$ cat src/rtl/debounce_pkg.sv
// Shared types and constants for the debounce controller.
//   scan_state_t : scanner FSM states
//   TICK_W       : prescaler counter width
//   DEB_W        : debounce time / per-channel counter width
//   clog2()      : channel index width (minimum 1 bit)
package debounce_pkg;

    typedef enum logic {
        S_IDLE,
        S_SCAN
    } scan_state_t;

    localparam int unsigned TICK_W = 16;
    localparam int unsigned DEB_W  = 5;

    function automatic int unsigned clog2(input int unsigned v);
        int unsigned r;
        r = 0;
        while ((32'd1 << r) < v) begin
            r = r + 1;
        end
        if (r == 0) begin
            r = 1;
        end
        return r;
    endfunction

endpackage

$ cat src/rtl/debounce_ctrl_if.sv
// Register-side bus of the debounce controller.
//   ena       : per-channel debounce enable
//   deb_time  : debounce time in ticks, shared by all channels
//   data_in   : raw asynchronous inputs
//   irq_clr   : write-1 clear of irq_pend bits
//   data_out  : filtered levels
//   irq_pend  : sticky "filtered level changed" flags
//   irq       : OR of irq_pend
//   scan_busy : scanner walking channels
// master = stimulus/register side, slave = debounce_ctrl.
interface debounce_ctrl_if
    import debounce_pkg::*;
#(
    parameter int unsigned N_CH = 8
);
    logic [N_CH-1:0]  ena;
    logic [DEB_W-1:0] deb_time;
    logic [N_CH-1:0]  data_in;
    logic [N_CH-1:0]  irq_clr;
    logic [N_CH-1:0]  data_out;
    logic [N_CH-1:0]  irq_pend;
    logic             irq;
    logic             scan_busy;

    modport master (
        output ena, deb_time, data_in, irq_clr,
        input  data_out, irq_pend, irq, scan_busy
    );

    modport slave (
        input  ena, deb_time, data_in, irq_clr,
        output data_out, irq_pend, irq, scan_busy
    );

endinterface

$ cat src/rtl/deb_tick_gen.sv
// Debounce tick prescaler: counts 0..TIME_TICK-1 and wraps.
//   clk_i   : clock
//   res_n_i : synchronous active-low reset
//   tick_o  : one-cycle pulse while the counter sits at TIME_TICK-1
module deb_tick_gen
    import debounce_pkg::*;
#(
    parameter int unsigned TIME_TICK = 10000
) (
    input  logic clk_i,
    input  logic res_n_i,
    output logic tick_o
);

    localparam logic [TICK_W-1:0] LAST_CNT = TICK_W'(TIME_TICK - 1);

    logic [TICK_W-1:0] tick_cnt_q;
    logic [TICK_W-1:0] tick_cnt_d;

    assign tick_o     = (tick_cnt_q == LAST_CNT);
    assign tick_cnt_d = tick_o ? '0 : tick_cnt_q + 1'b1;

    always_ff @(posedge clk_i) begin
        if (!res_n_i) begin
            tick_cnt_q <= '0;
        end else begin
            tick_cnt_q <= tick_cnt_d;
        end
    end

endmodule

$ cat src/rtl/debounce_ctrl.sv
// Time-multiplexed debounce controller. One shared prescaler tick starts a
// round-robin scan that updates one channel per cycle, committing a new
// filtered level once a mismatch has persisted for deb_time+1 scans.
//   clk   : clock
//   res_n : synchronous active-low reset
//   bus   : register-side bus (see debounce_ctrl_if)
module debounce_ctrl
    import debounce_pkg::*;
#(
    parameter int unsigned N_CH      = 8,
    parameter int unsigned TIME_TICK = 10000
) (
    input  logic            clk,
    input  logic            res_n,
    debounce_ctrl_if.slave  bus
);

    localparam int unsigned       CH_W    = clog2(N_CH);
    localparam logic [CH_W-1:0]   LAST_CH = CH_W'(N_CH - 1);

    logic              tick;
    logic [N_CH-1:0]   sync1_q;
    logic [N_CH-1:0]   din_s_q;
    scan_state_t       state_q;
    logic [CH_W-1:0]   ch_q;
    logic [N_CH-1:0]   filt_q;
    logic [DEB_W-1:0]  cnt_q [N_CH];
    logic [N_CH-1:0]   irq_pend_q;

    // Next state of the channel currently under the scanner.
    logic              din_cur;
    logic              filt_cur;
    logic              ena_cur;
    logic [DEB_W-1:0]  cnt_cur;
    logic              filt_d;
    logic [DEB_W-1:0]  cnt_d;
    logic              commit_d;
    logic [N_CH-1:0]   set_d;
    logic [N_CH-1:0]   irq_pend_d;

    deb_tick_gen #(
        .TIME_TICK (TIME_TICK)
    ) u_tick_gen (
        .clk_i   (clk),
        .res_n_i (res_n),
        .tick_o  (tick)
    );

    always_comb begin
        din_cur  = din_s_q[ch_q];
        filt_cur = filt_q[ch_q];
        ena_cur  = bus.ena[ch_q];
        cnt_cur  = cnt_q[ch_q];
        filt_d   = filt_cur;
        cnt_d    = cnt_cur;
        commit_d = 1'b0;
        if (!ena_cur) begin
            cnt_d  = '0;
            filt_d = din_cur;
        end else if (din_cur == filt_cur) begin
            cnt_d = '0;
        end else if (cnt_cur >= bus.deb_time) begin
            // >= (not ==) so a shortened deb_time commits on the next scan
            filt_d   = din_cur;
            cnt_d    = '0;
            commit_d = 1'b1;
        end else begin
            cnt_d = cnt_cur + 1'b1;
        end

        set_d = '0;
        if ((state_q == S_SCAN) && commit_d) begin
            set_d[ch_q] = 1'b1;
        end
        // A commit in the same cycle as a clear keeps the flag set.
        irq_pend_d = (irq_pend_q & ~bus.irq_clr) | set_d;
    end

    always_ff @(posedge clk) begin
        if (!res_n) begin
            sync1_q    <= '0;
            din_s_q    <= '0;
            state_q    <= S_IDLE;
            ch_q       <= '0;
            filt_q     <= '0;
            irq_pend_q <= '0;
            for (int unsigned i = 0; i < N_CH; i++) begin
                cnt_q[i] <= '0;
            end
        end else begin
            sync1_q    <= bus.data_in;
            din_s_q    <= sync1_q;
            irq_pend_q <= irq_pend_d;
            case (state_q)
                S_IDLE: begin
                    if (tick) begin
                        state_q <= S_SCAN;
                        ch_q    <= '0;
                    end
                end
                S_SCAN: begin
                    filt_q[ch_q] <= filt_d;
                    cnt_q[ch_q]  <= cnt_d;
                    if (ch_q == LAST_CH) begin
                        state_q <= S_IDLE;
                        ch_q    <= '0;
                    end else begin
                        ch_q <= ch_q + 1'b1;
                    end
                end
                default: begin
                    state_q <= S_IDLE;
                    ch_q    <= '0;
                end
            endcase
        end
    end

    assign bus.data_out  = (bus.ena & filt_q) | (~bus.ena & din_s_q);
    assign bus.irq_pend  = irq_pend_q;
    assign bus.irq       = |irq_pend_q;
    assign bus.scan_busy = (state_q == S_SCAN);

endmodule

$ cat src/flat_wrapper.sv
// flat-port wrapper written by rule: the top's interface ports become plain ports
module debounce_ctrl_flat import debounce_pkg::*;
#(
    parameter int unsigned N_CH      = 8,
    parameter int unsigned TIME_TICK = 10000
)
  (clk, res_n, bus_ena, bus_deb_time, bus_data_in, bus_irq_clr, bus_data_out, bus_irq_pend, bus_irq, bus_scan_busy);
  debounce_ctrl_if #(.N_CH(N_CH)) bus_i ();
  input  logic clk;
  input  logic res_n;
  input wire logic [$bits(bus_i.ena)-1:0] bus_ena;
  input wire logic [$bits(bus_i.deb_time)-1:0] bus_deb_time;
  input wire logic [$bits(bus_i.data_in)-1:0] bus_data_in;
  input wire logic [$bits(bus_i.irq_clr)-1:0] bus_irq_clr;
  output wire logic [$bits(bus_i.data_out)-1:0] bus_data_out;
  output wire logic [$bits(bus_i.irq_pend)-1:0] bus_irq_pend;
  output wire logic [$bits(bus_i.irq)-1:0] bus_irq;
  output wire logic [$bits(bus_i.scan_busy)-1:0] bus_scan_busy;
  assign bus_i.ena = bus_ena;
  assign bus_i.deb_time = bus_deb_time;
  assign bus_i.data_in = bus_data_in;
  assign bus_i.irq_clr = bus_irq_clr;
  assign bus_data_out = bus_i.data_out;
  assign bus_irq_pend = bus_i.irq_pend;
  assign bus_irq = bus_i.irq;
  assign bus_scan_busy = bus_i.scan_busy;
  debounce_ctrl #(.N_CH(N_CH), .TIME_TICK(TIME_TICK)) u_core (.clk(clk), .res_n(res_n), .bus(bus_i));
endmodule
$ cat config.mk
export PLATFORM = sky130hd
export DESIGN_NAME = debounce_ctrl_flat
export DESIGN_NICKNAME = d
export VERILOG_FILES = /design/src/rtl/debounce_pkg.sv /design/src/rtl/debounce_ctrl_if.sv /design/src/rtl/deb_tick_gen.sv /design/src/rtl/debounce_ctrl.sv /design/src/flat_wrapper.sv
export SDC_FILE = /design/constraint.sdc
export NUM_CORES = 1
export LEC_CHECK = 0
export ABC_AREA = 0
export BUFFER_PORTS_ARGS = -buffer_cell sky130_fd_sc_hd__buf_2
export CORE_UTILIZATION = 30
export CTS_CLUSTER_DIAMETER = 150
export DETAILED_ROUTE_END_ITERATION = 10
export REMOVE_ABC_BUFFERS = 1
export SYNTH_ARGS = -nofsm -noshare
export SYNTH_HDL_FRONTEND = slang
export SYNTH_SLANG_ARGS = --single-unit
$ cat constraint.sdc
create_clock -name clk -period 3.5 [get_ports clk]
set_input_delay 0.175 -clock clk [delete_from_list [all_inputs] [get_ports clk]]
set_output_delay 0.175 -clock clk [all_outputs]
set_load 0.05 [all_outputs]
==> impl_table.tex, run 1 <==
\begin{tabular}{lr}
\hline
Metric & Value \\
\hline
\multicolumn{2}{l}{\textbf{Die}} \\
\quad Core area & 0.0140 mm\^{}2 \\
\quad Width of the die & 122 um \\
\quad Vertical die dimension & 122 um \\
\quad I/O pins & 49 \\
\quad FP Rows & 43 \\
\quad Die outline area & 0.0150 mm\^{}2 \\
\quad Initial standard-cell utilization of the core & 31.1\% \\
\multicolumn{2}{l}{\textbf{CTS}} \\
\quad Number of gates given a new drive strength after cts & 0 \\
\quad Number of sinks on the clock net & 95 \\
\quad Clock root buffer & sky130\_fd\_sc\_hd\_\_clkbuf\_16 \\
\quad Post-CTS Setup Inserts & 0 \\
\quad Hold-fix buffers at CTS & 0 \\
\quad Number of CTS-inserted buffers & 9 \\
\quad Number of levels the H-tree was split into & 3 \\
\quad CTS tree & yes \\
\quad Clk\_lat worst skew & 0.34 ns \\
\quad Post-CTS clock slew at the launch and capture registers of the worst setup and hold paths & 0.06 ns \\
\quad Clock tree buffer depth & 2 \\
\multicolumn{2}{l}{\textbf{Detailed routing}} \\
\quad First drt pass iteration count & 4 \\
\quad Avg Vias per Cell & 4.89 \\
\quad Routed vias & 3070 \\
\quad Final routed wire length divided by cell count & 15.5 um \\
\quad Routed WL & 9760 um \\
\quad Drt initial violations & 182 \\
\quad DRC violation count after routing & 0 \\
\quad Number of nets with antenna violations after detailed routing & 0 \\
\multicolumn{2}{l}{\textbf{Timing}} \\
\quad Maximum clock skew at final layout & 0.00588 ns \\
\quad Final period demand of the worst path & 3.27 ns \\
\quad Slew at the pin with the worst max-slew slack & 1.11 ns \\
\quad Worst max-slew margin expressed relative to the limit & 25.0\% \\
\quad Hold Slack & 0.0182 ns \\
\quad Total count of max-transition violations in the final report & 0 \\
\quad Post-route clock period utilization & 93.4\% \\
\quad Number of setup violations in the final report & 0 \\
\quad Setup repair after global routing missed its margin & false \\
\quad Endpoints failing hold & 0 \\
\quad Fmax & 306 MHz \\
\quad Setup Total Neg Slack & 0 ns \\
\multicolumn{2}{l}{\textbf{Synth}} \\
\quad Mapped Area & 0.00435 mm\^{}2 \\
\quad Asr flop ratio synth & 0\% \\
\quad Number of synthesis warnings & 0 \\
\quad Main flop type after synthesis & sky130\_fd\_sc\_hd\_\_dfxtp\_1 \\
\quad Dominant cells by area after synthesis & sky130\_fd\_sc\_hd\_\_edfxtp\_1 28\%, sky130\_fd\_sc\_hd\_\_dfxtp\_1 25\%, sky130\_fd\_sc\_hd\_\_nor2\_1 5.9\% \\
\quad Post-synthesis cell count & 387 \\
\quad Top cell types by occurrence after synthesis & 68 x sky130\_fd\_sc\_hd\_\_nor2\_1, 55 x sky130\_fd\_sc\_hd\_\_dfxtp\_1, 40 x sky130\_fd\_sc\_hd\_\_edfxtp\_1, 24 x sky130\_fd\_sc\_hd\_\_nand2\_1 \\
\quad Proportion of netlist area held by the largest area contributor & 27.6\% \\
\quad Post-synthesis cell type count & 56 \\
\quad Most frequent cell after synthesis & sky130\_fd\_sc\_hd\_\_nor2\_1 \\
\quad Post-synth EDFFs & 40 \\
\quad Post-Synthesis Mean Instance Area & 11.2 um\^{}2 \\
\quad Flip-flop and latch count after synthesis & 95 \\
\quad Synth area leader & sky130\_fd\_sc\_hd\_\_edfxtp\_1 \\
\quad Register area share after synthesis & 53.0\% \\
\multicolumn{2}{l}{\textbf{Power}} \\
\quad Switching portion of total power & 20.4\% \\
\quad Pwr dens & 453 mW/mm\^{}2 \\
\quad Part of the power in the clock network & 43.5\% \\
\quad Worst vdd ir & 245 uV \\
\quad Share of total power in combinational logic & 5.5\% \\
\quad Internal power & 0.00185 W \\
\quad Net switching power & 0.000476 W \\
\quad Share of total power in sequential cells & 51.0\% \\
\quad Leakage dissipation & 1.94 nW \\
\multicolumn{2}{l}{\textbf{Job}} \\
\quad Maxcap violations & 0 \\
\multicolumn{2}{l}{\textbf{Worst setup path}} \\
\quad Worst setup path category & reg -> reg \\
\quad Critical path peak fanout & 10 \\
\quad Startpoint Class & register \\
\quad Signal arrival time at the worst endpoint & 3.45 ns \\
\quad Type of destination of the critical path & register \\
\quad Required time worst endpoint & 3.68 ns \\
\quad Number of cell instances on the worst register-to-register path & 9 \\
\multicolumn{2}{l}{\textbf{Place}} \\
\quad Number of I/O port buffers & 48 \\
\quad Gpl congestion & 0.812 \\
\quad Detailed-placement wirelength estimate & 7160 um \\
\multicolumn{2}{l}{\textbf{Final layout}} \\
\quad Fraction of layout cells with a size suffix above 1 & 23.4\% \\
\quad Synthesis-to-finish area growth & 18.2\% \\
\quad Share of the core filled with cells in the final layout & 36.7\% \\
\quad \# nets final & 483 \\
\quad Final antenna diode count & 0 \\
\quad Fill count & 1406 \\
\multicolumn{2}{l}{\textbf{Global routing}} \\
\quad Maximum number of pins on one net before global-route repair & 36 \\
\quad Vias in the first global route & 3109 \\
\quad Total track usage & 14.0\% \\
\quad Remaining global-route overflow & 0 \\
\quad Antenna violations before repair & 0 \\
\quad Wire length of the first global-routing pass & 15700 um \\
\multicolumn{2}{l}{\textbf{Run status}} \\
\quad Result of the run & finished clean \\
\multicolumn{2}{l}{\textbf{Worst hold path}} \\
\quad Path type of the worst min-delay path & in -> reg \\
\quad Hold depth & 2 \\
\hline
\end{tabular}
cells in the final DEF, fill, tap and decap left out, drive strengths merged, types with 5 or more instances in the layout:
cell	n
dfxtp	55
nand2	25
o21ai	17
nand4	6
ha	9
nand3b	9
nand2b	5
xor2	10
edfxtp	40
clkbuf	12
inv	17
xnor2	7
mux2i	5
nor2	68
nand3	15
buf	58
mux2	15
mux4	10
o22ai	10
and2	16
worst max-delay path, cell delays in order, from the launching register on:
cell and delay (ns):
sky130_fd_sc_hd__dfxtp_1 0.36, sky130_fd_sc_hd__buf_12 0.15, sky130_fd_sc_hd__mux4_1 0.57, sky130_fd_sc_hd__mux2_2 0.32, sky130_fd_sc_hd__ha_1 0.30, sky130_fd_sc_hd__a211o_1 0.30
sky130_fd_sc_hd__a31oi_1 0.37, sky130_fd_sc_hd__a2bb2oi_4 0.23, sky130_fd_sc_hd__mux2i_4 0.37, sky130_fd_sc_hd__o22ai_1 0.12
state kept, by name, summed over array words and instances, names as in the netlist, named ones only:
name	cells
u_core.cnt_q	40
u_core.sync1_q	8
u_core.bus.scan_busy	1
u_core.bus.irq_pend	8
u_core.filt_q	8
u_core.din_s_q	8
u_core.ch_q	3
u_core.u_tick_gen.tick_cnt_q	16
area by class of cell:
type                       count  area (um^2)  share of cell area [%]
multi-input combinational    262         1900                    37.0
timing repair buffer          58          328                    6.38
clock inverter                 4         51.3                   0.998
clock buffer                  12          268                    5.21
tap                          180          225                    4.38
inverter                      17         63.8                    1.24
sequential                    95         2300                    44.8
power by group through the flow:
| stage | Sequential (W) | Combinational (W) | Clock (W) |
|---|---|---|---|
| floorplan | 0.00121 | 0.0000757 | 0 |
| global placement | 0.00121 | 0.000127 | 0 |
| finish | 0.00119 | 0.000128 | 0.00101 |
| CTS | 0.00119 | 0.000129 | 0.00103 |
| detailed placement | 0.00121 | 0.000129 | 0 |
| global route | 0.00119 | 0.000141 | 0.00107 |
final timing paths:
path | start | to | slack (ns)
setup / recovery | register | u_core.filt_q[1] | 0.23
hold / removal | bus_irq_clr[7] | u_core.bus.irq_pend[7] | 0.02
setup reg to reg | register | u_core.filt_q[1] | 0.23
hold reg to reg | u_core.sync1_q[4] | u_core.din_s_q[4] | 0.43
metrics by stage:
| step | std cells | instance area [um^2] | setup WS, ns | total power, W |
|---|---|---|---|---|
| after floorplan | 374 | 4270 | 0.270 | 0.00128 |
| final | 628 | 5140 | 0.232 | 0.00233 |
| after detailed placement | 612 | 4820 | 0.254 | 0.00134 |
| after global routing | 628 | 5140 | 0.0723 | 0.00240 |
| after CTS | 628 | 5140 | 0.231 | 0.00235 |
| after global placement | 612 | 4820 | 0.317 | 0.00134 |
routing by layer:
metal  wire, um  up-vias  track usage (%)
met3        562       18             2.04
met2       4700       91             23.0
met4        236        0             6.71
met1       4260     1469             18.1
met5          0        -                0
li1           -     1492                -
logic make-up after synthesis:
group,count (synthesis),share of synthesized area [%]
adder cells (fa/ha/maj),9,2.59
XOR/XNOR,17,4.03
buffers and inverters,30,3.31
AO/OA/AOI/OAI,47,7.60
AND/OR/NAND/NOR,159,18.2
flip-flops,95,53.0
multiplexers,30,11.3
Note: power is estimated with default switching activity, not from simulation.
==> run 2, diff against run 1 <==
Settings changed: CELL_PAD_IN_SITES_DETAIL_PLACEMENT from default to 0, CELL_PAD_IN_SITES_GLOBAL_PLACEMENT from default to 2, PLACE_DENSITY_LB_ADDON from default to 0.1.
==> run 2 against run 1 <==
  * Non-clock buffer count increased by 7
  * Total power shrank 2.8%
  * Critical path depth grew 1
  * Register-to-register slack better by 0.09 ns
  * Clock power decreased by 6%
  * Critical endpoint is now u_core.cnt_q[3][3]
  * Worst hold slack improved by 0.014 ns
  * Clock skew barely moved
  * Wire length increased by 7.7%
  * Combinational power hardly changed
  * Critical path type unchanged
  * Sequential share of layout area decreased by 0.076 points
==> impl_table.tex, run 2 (synthesis results as in run 1) <==
\begin{tabular}{lr}
\hline
Metric & Value \\
\hline
\multicolumn{2}{l}{\textbf{Run status}} \\
\quad Result of the run & finished clean \\
\multicolumn{2}{l}{\textbf{Final layout}} \\
\quad Fraction of layout cells with a size suffix above 1 & 24.2\% (+0.74 points) \\
\quad Filler-free cell count of the finished design & 635 (+1.1\%) \\
\quad Area of the multi-input gates & 0.00190 mm\^{}2 (unchanged) \\
\quad Synthesis-to-finish area growth & 18.4\% \\
\quad Registers with the highest flip-flop counts & u\_core.cnt\_q (40), u\_core.u\_tick\_gen.tick\_cnt\_q (16) \\
\quad Fill count & 1426 (+1.4\%) \\
\quad \# nets final & 490 (+1.4\%) \\
\quad Leading cell type in the layout, fill and taps excluded & sky130\_fd\_sc\_hd\_\_nor2\_1 \\
\quad Largest register by flop count & u\_core.cnt\_q \\
\quad Number of flip-flops in the largest register & 40 (unchanged) \\
\quad Most used cells in the layout excluding fill and tap cells & 68 x sky130\_fd\_sc\_hd\_\_nor2\_1, 55 x sky130\_fd\_sc\_hd\_\_dfxtp\_1, 48 x sky130\_fd\_sc\_hd\_\_buf\_2 \\
\quad Final antenna diode count & 0 (unchanged) \\
\quad Sequential standard cell area & 0.00230 mm\^{}2 (unchanged) \\
\multicolumn{2}{l}{\textbf{Die}} \\
\quad Vertical die dimension & 122 um (unchanged) \\
\quad I/O pins & 49 (unchanged) \\
\quad Core area & 0.0140 mm\^{}2 (unchanged) \\
\quad FP Rows & 43 (unchanged) \\
\quad Initial standard-cell utilization of the core & 31.1\% (unchanged) \\
\quad Width of the die & 122 um (unchanged) \\
\quad Die outline area & 0.0150 mm\^{}2 (unchanged) \\
\multicolumn{2}{l}{\textbf{Worst hold path}} \\
\quad Worst hold path endpoint & u\_core.sync1\_q[2] \\
\quad Path type of the worst min-delay path & in -> reg \\
\quad Hold depth & 2 (unchanged) \\
\quad Worst min-delay path startpoint & bus\_data\_in[2] \\
\multicolumn{2}{l}{\textbf{Worst setup path}} \\
\quad Required time worst endpoint & 3.70 ns (+0.02 ns) \\
\quad Startpoint Class & register \\
\quad Cell with the biggest individual delay on the critical path & sky130\_fd\_sc\_hd\_\_mux4\_1 \\
\quad Type of destination of the critical path & register \\
\quad Worst setup path category & reg -> reg \\
\quad Signal arrival time at the worst endpoint & 3.38 ns (-0.07 ns) \\
\quad Slowest cell delay on critical path & 0.58 ns (about the same) \\
\quad Most frequent cell on the critical path & sky130\_fd\_sc\_hd\_\_buf\_4 \\
\quad Critical path peak fanout & 8 (-2) \\
\quad Reg-to-reg critical path endpoint & u\_core.cnt\_q[3][3] \\
\quad Flop-to-flop setup slack & 0.32 ns (+0.09 ns) \\
\quad Number of cell instances on the worst register-to-register path & 10 (+1) \\
\quad Crit path cell chain & buf\_4, mux4\_1, mux2\_2, ha\_1, a211o\_1, a31oi\_1, a2bb2oi\_4, buf\_4, nand3\_2, nor2\_1 \\
\multicolumn{2}{l}{\textbf{Global routing}} \\
\quad Antenna violations before repair & 0 (unchanged) \\
\quad Total track usage & 15.2\% (+1.2 points) \\
\quad Remaining global-route overflow & 0 (unchanged) \\
\quad Maximum number of pins on one net before global-route repair & 36 (unchanged) \\
\quad Vias in the first global route & 2983 (-4.1\%) \\
\quad Wire length of the first global-routing pass & 16600 um (+5.5\%) \\
\multicolumn{2}{l}{\textbf{Place}} \\
\quad Detailed-placement wirelength estimate & 7720 um (+7.8\%) \\
\quad Placed cell count & 618 (+0.98\%) \\
\quad Number of I/O port buffers & 48 (unchanged) \\
\quad Gpl congestion & 0.741 (-8.7\%) \\
\multicolumn{2}{l}{\textbf{Job}} \\
\quad Maxcap violations & 0 (unchanged) \\
\multicolumn{2}{l}{\textbf{Detailed routing}} \\
\quad Avg Vias per Cell & 4.66 (-4.7\%) \\
\quad Final routed wire length divided by cell count & 16.6 um (+6.5\%) \\
\quad Drt initial violations & 118 (-35\%) \\
\quad Routed vias & 2957 (-3.7\%) \\
\quad Routed WL & 10500 um (+7.7\%) \\
\quad First drt pass iteration count & 4 (unchanged) \\
\quad Number of nets with antenna violations after detailed routing & 0 (unchanged) \\
\quad DRC violation count after routing & 0 (unchanged) \\
\multicolumn{2}{l}{\textbf{CTS}} \\
\quad Number of levels the H-tree was split into & 3 (unchanged) \\
\quad Clock root buffer & sky130\_fd\_sc\_hd\_\_clkbuf\_16 \\
\quad Number of sinks on the clock net & 95 (unchanged) \\
\quad Number of CTS-inserted buffers & 9 (unchanged) \\
\quad Clock tree buffer depth & 2 (unchanged) \\
\quad CTS tree & yes \\
\quad Post-CTS Setup Inserts & 0 (unchanged) \\
\quad Clk\_lat worst skew & 0.35 ns (about the same) \\
\quad Post-CTS clock slew at the launch and capture registers of the worst setup and hold paths & 0.07 ns (about the same) \\
\multicolumn{2}{l}{\textbf{Timing}} \\
\quad Number of setup violations in the final report & 0 (unchanged) \\
\quad Slew at the pin with the worst max-slew slack & 0.557 ns (-0.557 ns) \\
\quad Setup repair after global routing missed its margin & false \\
\quad Endpoints failing hold & 0 (unchanged) \\
\quad Setup Total Neg Slack & 0 ns (unchanged) \\
\quad Worst max-slew margin expressed relative to the limit & 62.9\% (+38 points) \\
\quad Fmax & 315 MHz (+2.8\%) \\
\quad Final period demand of the worst path & 3.18 ns (-0.0886 ns) \\
\quad Maximum clock skew at final layout & 0.00609 ns (+0.000211 ns) \\
\quad Total count of max-transition violations in the final report & 0 (unchanged) \\
\quad Post-route clock period utilization & 90.8\% (-2.5 points) \\
\multicolumn{2}{l}{\textbf{Power}} \\
\quad Worst vdd ir & 251 uV (+2.6\%) \\
\quad Pwr dens & 439 mW/mm\^{}2 (-3.0\%) \\
\quad Leakage dissipation & 1.96 nW (+1.1\%) \\
\hline
\end{tabular}
-- run 2: worst max-delay path: cells and delay by family (launching register included) --
family / cells / cell delay (ns)
muxes: 2 / 0.90
AOI/OAI and AO/OA: 3 / 0.83
buffers and inverters: 2 / 0.34
DFF: 1 / 0.33
and+or+nand+nor: 2 / 0.33
adders and majority gates: 1 / 0.30
-- run 2: worst max-delay path by stage --
| stage | endpoint |
|---|---|
| finish | u_core.cnt_q[3][3] |
| global route | u_core.cnt_q[2][1] |
| CTS | u_core.cnt_q[3][3] |
| detailed placement | u_core.cnt_q[3][3] |
| global placement | u_core.cnt_q[7][3] |
| floorplan | u_core.filt_q[7] |
-- run 2: layout make-up --
type / instances / area share (%)
Clock inverter: 5 / 0.608
Timing Repair Buffer: 65 / 7.19
Clock buffer: 11 / 4.93
Sequential cell: 95 / 44.7
Tap cell: 180 / 4.38
Multi-Input combinational cell: 262 / 36.9
Inverter: 17 / 1.24
-- run 2: metrics by stage --
stage	power, W	area [um^2]	utilization (%)	setup slack (ns)	hold slack, ns
floorplan	0.00128	4270	-	0.270	0.269
global placement	0.00134	4850	34.7	0.382	0.361
detailed placement	0.00134	4850	34.7	0.318	0.366
CTS	0.00230	5150	36.8	0.300	0.0160
global route	0.00234	5150	36.8	0.104	0.0214
finish	0.00226	5150	36.8	0.320	0.0323
-- run 2: power breakdown --
part / internal, W / switching, W / leakage [nW]
Combinational: 0.0000579 / 0.0000713 / 0.956
Clock: 0.000524 / 0.000421 / 0.142
Sequential: 0.00118 / 0.00000981 / 0.860
-- run 2: timing repair --
action	4_1_cts	5_1_grt
endpoints found under the setup margin	0	0
hold buffers	1	0
gates resized for setup	0	0
hold endpoints to repair	1	0
-- run 2: per-layer routing --
metal	vias to the layer above	global-route usage, %	wire, um
met5	-	0	0
li1	1504	-	-
met1	1395	19.3	4920
met3	11	4.32	386
met2	47	25.1	5070
met4	0	4.42	127
